### src/rtl/div_ctrl_if.sv
`timescale 1ns/1ps
// -----------------------------------------------------------------------------
// div_ctrl_if
// Start/ready handshake and operand/result bundle for the execute-stage divide
// sequencer (div_ctrl).
//   start_i  : divide instruction present in execute, held high while stalled
//   signed_i : 1 = two's complement divide, 0 = unsigned divide
//   annul_i  : execute-stage flush, aborts any operation in flight
//   a_i, b_i : dividend / divisor, sampled only when a start is accepted
//   ready_o  : one-cycle result-valid pulse
//   busy_o   : iteration in progress
//   result_o : {HI = remainder, LO = quotient}, held until the next completion
// Modports: master = pipeline / hazard side, slave = div_ctrl.
// -----------------------------------------------------------------------------
interface div_ctrl_if;
    logic        start_i;
    logic        signed_i;
    logic        annul_i;
    logic [31:0] a_i;
    logic [31:0] b_i;
    logic        ready_o;
    logic        busy_o;
    logic [63:0] result_o;

    modport master (
        output start_i, signed_i, annul_i, a_i, b_i,
        input  ready_o, busy_o, result_o
    );

    modport slave (
        input  start_i, signed_i, annul_i, a_i, b_i,
        output ready_o, busy_o, result_o
    );
endinterface

### src/rtl/div_ctrl.sv
`timescale 1ns/1ps
// -----------------------------------------------------------------------------
// div_ctrl
// Multi-cycle 32-bit divide sequencer (radix-2 restoring, 32 iterations).
// Accepts a request in IDLE, iterates for 32 cycles in BUSY, and presents the
// sign-corrected {remainder, quotient} with a one-cycle ready pulse in DONE.
// Ports:
//   clk    : rising-edge clock
//   resetn : asynchronous active-low reset
//   bus    : div_ctrl_if.slave (start/signed/annul/operands in, ready/busy/
//            result out)
// Build option:
//   DIV_ZERO_FAST_EN : when defined, a zero divisor skips the iterations and
//                      goes straight from IDLE to DONE.
// -----------------------------------------------------------------------------
module div_ctrl (
    input  logic         clk,
    input  logic         resetn,
    div_ctrl_if.slave    bus
);
    typedef enum logic [1:0] {IDLE, BUSY, DONE} state_t;

    state_t      state_reg, state_next;
    logic [31:0] dvd_reg, dvd_next;     // dividend bits shift out, quotient bits shift in
    logic [31:0] rem_reg, rem_next;     // partial remainder (always < divisor)
    logic [31:0] dsr_reg, dsr_next;     // divisor magnitude
    logic [4:0]  cnt_reg, cnt_next;
    logic        q_neg_reg, q_neg_next;
    logic        r_neg_reg, r_neg_next;
    logic        zero_reg, zero_next;
    logic [31:0] a_raw_reg, a_raw_next; // original dividend, returned as HI on /0
    logic [63:0] result_reg, result_next;

    // Operand magnitudes. The magnitude of -2^31 is 2^31, which still fits an
    // unsigned 32-bit value, so the 0x8000_0000 / -1 case wraps naturally.
    logic        a_neg, b_neg;
    logic [31:0] a_abs, b_abs;

    assign a_neg = bus.signed_i & bus.a_i[31];
    assign b_neg = bus.signed_i & bus.b_i[31];
    assign a_abs = a_neg ? (~bus.a_i + 32'd1) : bus.a_i;
    assign b_abs = b_neg ? (~bus.b_i + 32'd1) : bus.b_i;

    // One restoring step. The shifted partial remainder is 33 bits; when its
    // top bit is set it exceeds any 32-bit divisor, so the subtract always
    // succeeds and its true result fits in 32 bits.
    logic [32:0] rem_sh;
    logic [31:0] trial;
    logic        borrow;
    logic        q_bit;
    logic [31:0] rem_step, dvd_step;
    logic [31:0] q_fix, r_fix;
    logic [63:0] final_res;

    always_comb begin
        rem_sh          = {rem_reg, dvd_reg[31]};
        {borrow, trial} = {1'b0, rem_sh[31:0]} - {1'b0, dsr_reg};
        q_bit           = rem_sh[32] | ~borrow;
        rem_step        = q_bit ? trial : rem_sh[31:0];
        dvd_step        = {dvd_reg[30:0], q_bit};
        q_fix           = q_neg_reg ? (~dvd_step + 32'd1) : dvd_step;
        r_fix           = r_neg_reg ? (~rem_step + 32'd1) : rem_step;
        final_res       = zero_reg ? {a_raw_reg, 32'hFFFF_FFFF} : {r_fix, q_fix};
    end

    // Next-state and datapath control.
    always_comb begin
        state_next  = state_reg;
        dvd_next    = dvd_reg;
        rem_next    = rem_reg;
        dsr_next    = dsr_reg;
        cnt_next    = cnt_reg;
        q_neg_next  = q_neg_reg;
        r_neg_next  = r_neg_reg;
        zero_next   = zero_reg;
        a_raw_next  = a_raw_reg;
        result_next = result_reg;

        case (state_reg)
            IDLE: begin
                if (bus.start_i && !bus.annul_i) begin
                    dvd_next   = a_abs;
                    dsr_next   = b_abs;
                    rem_next   = 32'd0;
                    cnt_next   = 5'd0;
                    q_neg_next = a_neg ^ b_neg;
                    r_neg_next = a_neg;
                    zero_next  = (bus.b_i == 32'd0);
                    a_raw_next = bus.a_i;
                    state_next = BUSY;
`ifdef DIV_ZERO_FAST_EN
                    if (bus.b_i == 32'd0) begin
                        state_next  = DONE;
                        result_next = {bus.a_i, 32'hFFFF_FFFF};
                    end
`else
`endif
                end
            end
            BUSY: begin
                dvd_next = dvd_step;
                rem_next = rem_step;
                cnt_next = cnt_reg + 5'd1;
                if (cnt_reg == 5'd31) begin
                    // Result lands on the DONE-entry edge, even if annulled.
                    state_next  = DONE;
                    result_next = final_res;
                end
                if (bus.annul_i) begin
                    state_next = IDLE;
                end
            end
            DONE: begin
                // The same instruction is still in execute: start is ignored.
                state_next = IDLE;
            end
            default: begin
                state_next = IDLE;
            end
        endcase
    end

    always_ff @(posedge clk or negedge resetn) begin
        if (!resetn) begin
            state_reg  <= IDLE;
            dvd_reg    <= 32'd0;
            rem_reg    <= 32'd0;
            dsr_reg    <= 32'd0;
            cnt_reg    <= 5'd0;
            q_neg_reg  <= 1'b0;
            r_neg_reg  <= 1'b0;
            zero_reg   <= 1'b0;
            a_raw_reg  <= 32'd0;
            result_reg <= 64'd0;
        end else begin
            state_reg  <= state_next;
            dvd_reg    <= dvd_next;
            rem_reg    <= rem_next;
            dsr_reg    <= dsr_next;
            cnt_reg    <= cnt_next;
            q_neg_reg  <= q_neg_next;
            r_neg_reg  <= r_neg_next;
            zero_reg   <= zero_next;
            a_raw_reg  <= a_raw_next;
            result_reg <= result_next;
        end
    end

    // Outputs are pure decodes of registered state.
    assign bus.ready_o  = (state_reg == DONE);
    assign bus.busy_o   = (state_reg == BUSY);
    assign bus.result_o = result_reg;

endmodule
### src/flat_wrapper.sv
// flat-port wrapper written by rule: the top's interface ports become plain ports
module div_ctrl_flat 
  (clk, resetn, bus_start_i, bus_signed_i, bus_annul_i, bus_a_i, bus_b_i, bus_ready_o, bus_busy_o, bus_result_o);
  div_ctrl_if bus_i ();
  input  logic clk;
  input  logic resetn;
  input wire logic [$bits(bus_i.start_i)-1:0] bus_start_i;
  input wire logic [$bits(bus_i.signed_i)-1:0] bus_signed_i;
  input wire logic [$bits(bus_i.annul_i)-1:0] bus_annul_i;
  input wire logic [$bits(bus_i.a_i)-1:0] bus_a_i;
  input wire logic [$bits(bus_i.b_i)-1:0] bus_b_i;
  output wire logic [$bits(bus_i.ready_o)-1:0] bus_ready_o;
  output wire logic [$bits(bus_i.busy_o)-1:0] bus_busy_o;
  output wire logic [$bits(bus_i.result_o)-1:0] bus_result_o;
  assign bus_i.start_i = bus_start_i;
  assign bus_i.signed_i = bus_signed_i;
  assign bus_i.annul_i = bus_annul_i;
  assign bus_i.a_i = bus_a_i;
  assign bus_i.b_i = bus_b_i;
  assign bus_ready_o = bus_i.ready_o;
  assign bus_busy_o = bus_i.busy_o;
  assign bus_result_o = bus_i.result_o;
  div_ctrl u_core (.clk(clk), .resetn(resetn), .bus(bus_i));
endmodule
### config.mk
export PLATFORM = sky130hd
export DESIGN_NAME = div_ctrl_flat
export DESIGN_NICKNAME = d
export VERILOG_FILES = /design/src/rtl/div_ctrl_if.sv /design/src/rtl/div_ctrl.sv /design/src/flat_wrapper.sv
export SDC_FILE = /design/constraint.sdc
export NUM_CORES = 1
export LEC_CHECK = 0
export CORE_MARGIN = 2
export CORE_UTILIZATION = 61
export CTS_BUF_LIST = sky130_fd_sc_hd__clkbuf_2 sky130_fd_sc_hd__clkbuf_4 sky130_fd_sc_hd__clkbuf_8
export CTS_CLUSTER_SIZE = 40
export DETAILED_ROUTE_END_ITERATION = 6
export DONT_BUFFER_PORTS = 1
export GPL_ROUTABILITY_DRIVEN = 0
export PLACE_DENSITY_LB_ADDON = 0.25
export SLEW_MARGIN = 20
export SYNTH_ARGS = -nofsm -noshare
export SYNTH_HDL_FRONTEND = slang
export SYNTH_SLANG_ARGS = --single-unit
### constraint.sdc
create_clock -name clk -period 7.4 [get_ports clk]
set_input_delay 1.11 -clock clk [delete_from_list [all_inputs] [get_ports clk]]
set_output_delay 1.11 -clock clk [all_outputs]
set_load 0.02 [all_outputs]
==> reports/summary.log <==
[floorplanning] I/O pin total 135
[hold_path] type of the worst min-delay path input port to asynchronous set/reset pin
[global_route] antenna violations before repair 0
[setup_path] crit path kind flip-flop to flip-flop
[cts] TritonCTS clock tree done
[cts] clk_lat worst skew 0.54 ns
[route] Detailed Route WL 34300 µm
[setup_path] type of element launching the critical path flip-flop
[sta] final setup slack of the worst path 2.17 ns
[floorplanning] Core Region 21100 µm²
[cts] post-cts repair resize count 0
[yosys] compound-cell area share of the yosys netlist 22.5%
[floorplanning] row count 53
[setup_path] CP arrival 5.65 ns
[cts] TritonCTS Buffers 36
[yosys] Post-synth ARST share 100%
[floorplanning] die footprint 22700 µm²
[yosys] gate count of the mapped netlist 1588
[power_and_ir_drop] total power 0.00572 W
[sta] setup repair after global routing missed its margin no
[outcome] run status completed
[setup_path] sort of element at the end of the critical path flip-flop
[yosys] most common flop cell mapped by yosys dfrtp_1
[global_route] number of global-route vias before repair 11200
[place] IO buf count 0
[setup_path] cells along the critical path inv_1, ha_1, fa_1, nand2b_1, a211oi_2, o21ai_0, o31ai_2, o21ai_4, buf_4, a21oi_1, ha_1, nand2_1, o41a_1, or4b_4, o31ai_2, xnor2_1, o21ai_1
[sta] Final Max Slew Viols 0
[route] length of routed met3 wiring 2590 µm
[route] top sig layer met4
[route] final routed wire length divided by cell count 18.6 µm
[power_and_ir_drop] worst ir drop on vdd 0.224 mV
[yosys] combinational family with the most area after synthesis compound AO/OA/AOI/OAI gates
[global_route] global-route wire length before repair 55800 µm
[place] total half-perimeter wirelength after legalization and detailed placement 24200 µm
[floorplanning] Initial Util 62.3%
[global_route] largest net degree at the start of global routing 203
[yosys] synthesized flop and latch total 202
[setup_path] critical path data required time 7.82 ns
[setup_path] delay of the slowest cell on the worst path 0.55 ns
[finish] share of cells above drive strength 1 6.43%
[floorplanning] width of the die 151 µm
[cts] Post-CTS Setup Bufs 0
[yosys] area share of fa/ha/maj cells after synthesis 3.77%
[route] Antenna Violating Nets Remaining 0
[yosys] number of warnings issued by yosys 0
[route] violation count after the first detailed-routing iteration 1002
[yosys] average cell area after synthesis 8.27 µm²
[finish] Final #Nets 1653
[route] detail-routed via count per cell 6.36
[yosys] Post-Synthesis Cell Area 13100 µm²
[cts] Clock transition at path regs 0.06 ns
[finish] antenna fix cells 0
[sta] final clock period utilization by the worst path 70.7%
[cts] master cell of the clock root buffer clkbuf_8
[route] 1st-pass router iterations 6
[finish] most common cell after layout, fill and taps aside nand2_1
[sta] time the worst path needs with I/O delays and setup 5.23 ns
[sta] endpoints failing hold 0
[setup_path] peak fanout along the critical path 26
[yosys] proportion of synthesized area in mux cells 2.93%
[power_and_ir_drop] static leakage power 6.20 nW
[cts] CTS Buffer Depth 3
[sta] relative slew slack 26.4%
[finish] top library cells by usage in the layout, fill and taps aside nand2_1 (248), dfrtp_1 (201), o21ai_0 (188)
[global_route] global route total overflow 0
[yosys] Yosys cell types 69
[yosys] Post-Synth XOR/XNOR Area 9.27%
[floorplanning] die extent in y 151 µm
[sta] setup total negative slack 0 ns
[setup_path] slowest cell on the critical path or4b_4
[job] MaxCap Viol Count 0
[setup_path] number of gates on the worst path with buffers counted 17
[finish] synthesis-to-layout area growth 6.57%
[finish] flip-flop count of the largest register after layout 64
[sta] maximum clock frequency 0.191 GHz
[yosys] simple-gate portion of the synthesized area 19.0%
[sta] Fin Clk Skew 0.0209 ns
[sta] Post-Route Hold Slack 0.277 ns
[route] Met1 Wirelength 14800 µm
[power_and_ir_drop] power per cell area 408 nW/µm²
[cts] number of sinks handled by clock tree synthesis 202
[place] number of cells after detailed placement 1782
[setup_path] Crit path max-delay family compound AO/OA/AOI/OAI gates
[route] remaining design rule violation count 0
[finish] non-filler cells in the finished layout 1845
[route] routed via count 11700
[sta] Slew @ Worst Pin 1.10 ns
[setup_path] total buffers and inverters traversed by the critical path 2
[yosys] Seq/Total Area, Yosys 38.5%
[yosys] Post-synth EDFFs 0
[place] Post-Place Setup Slack 2.23 ns
[global_route] GRT Overall Usage 30.5%
[route] metal2 WL 15800 µm
[yosys] synthesized net count 1696
[cts] Post-CTS Hold Fix Bufs 0
[cts] H-tree levels 2
[setup_path] number of cells traversed by the worst register-to-register path 17
[sta] Setup Viol. Count Final 0
-- metal layers --
metal / global-route usage [%] / up-vias
li1: - / 5574
met4: 10.4 / 0
met3: 6.45 / 80
met5: 0 / -
met1: 41.4 / 5666
met2: 48.6 / 405
-- final timing paths --
path,from,end,slack (ns)
worst min-delay path,resetn,u_core.dsr_reg[28],0.28
worst max-delay path,u_core.dvd_reg[31],u_core.bus.result_o[60],2.17
max in group asynchronous,resetn,u_core.bus.result_o[57],6.73
worst min register to register,u_core.a_raw_reg[26],u_core.a_raw_reg[26],0.47
worst max register to register,u_core.dvd_reg[31],u_core.bus.result_o[60],2.17
min in group clk,u_core.a_raw_reg[26],u_core.a_raw_reg[26],0.47
-- kinds of logic (layout without fill, tap and decap cells) --
family	Yosys count	count (layout)
xor+xnor	139	139
compound gates	484	484
fa+ha+maj	39	39
flops	202	202
mux	38	38
buf+inv	141	123
simple gates	545	545
-- through the flow --
step           area (µm²)  util, %
2_1_floorplan       13100        -
3_3_place_gp        13200     62.7
3_5_place_dp        13200     62.7
4_1_cts             14000     66.4
5_1_grt             14000     66.4
6_report            14000     66.4
-- final cells by class --
| cell class | instances | area, µm² |
|---|---|---|
| tap | 275 | 344 |
| clock buffer | 58 | 711 |
| clock inverter | 5 | 56.3 |
| sequential | 202 | 5060 |
| fill | 1750 | 7090 |
| timing repair buffer | 10 | 75.1 |
| inverter | 50 | 188 |
| multi-input combinational | 1245 | 7570 |
-- synth_stat cells, types with 7 or more instances --
cell type,n,share of area [%]
and2_1,7,0.33
dfrtp_1,202,38
clkbuf_1,76,2.2
o41ai_1,16,1.1
o31ai_1,26,1.5
a31oi_1,12,0.57
o21ai_0,188,7.2
mux2i_1,34,2.6
nand3_1,51,1.9
o211ai_1,10,0.57
or4_1,11,0.63
o21ai_1,8,0.30
xor2_1,75,5.0
ha_1,38,3.6
inv_1,49,1.4
nor3_1,24,0.91
or3_1,16,0.76
nand2b_1,13,0.62
nand2_1,248,7.1
buf_2,10,0.38
xnor2_1,64,4.3
o21a_1,15,0.86
nor4_1,12,0.57
a21oi_1,110,4.2
nor2_1,106,3.0
and3_1,9,0.43
a21boi_0,7,0.40
a22oi_1,34,1.9
a21o_1,11,0.63
nand4_1,17,0.81
-- power breakdown --
| group | switching, W | leakage [nW] | internal [W] | total, W |
|---|---|---|---|---|
| logic | 0.00181 | 3.21 | 0.00115 | 0.00296 |
| clock network | 0.000472 | 0.407 | 0.000643 | 0.00112 |
| registers | 0.000300 | 2.59 | 0.00134 | 0.00164 |
Power figures use the tool's default switching activity.
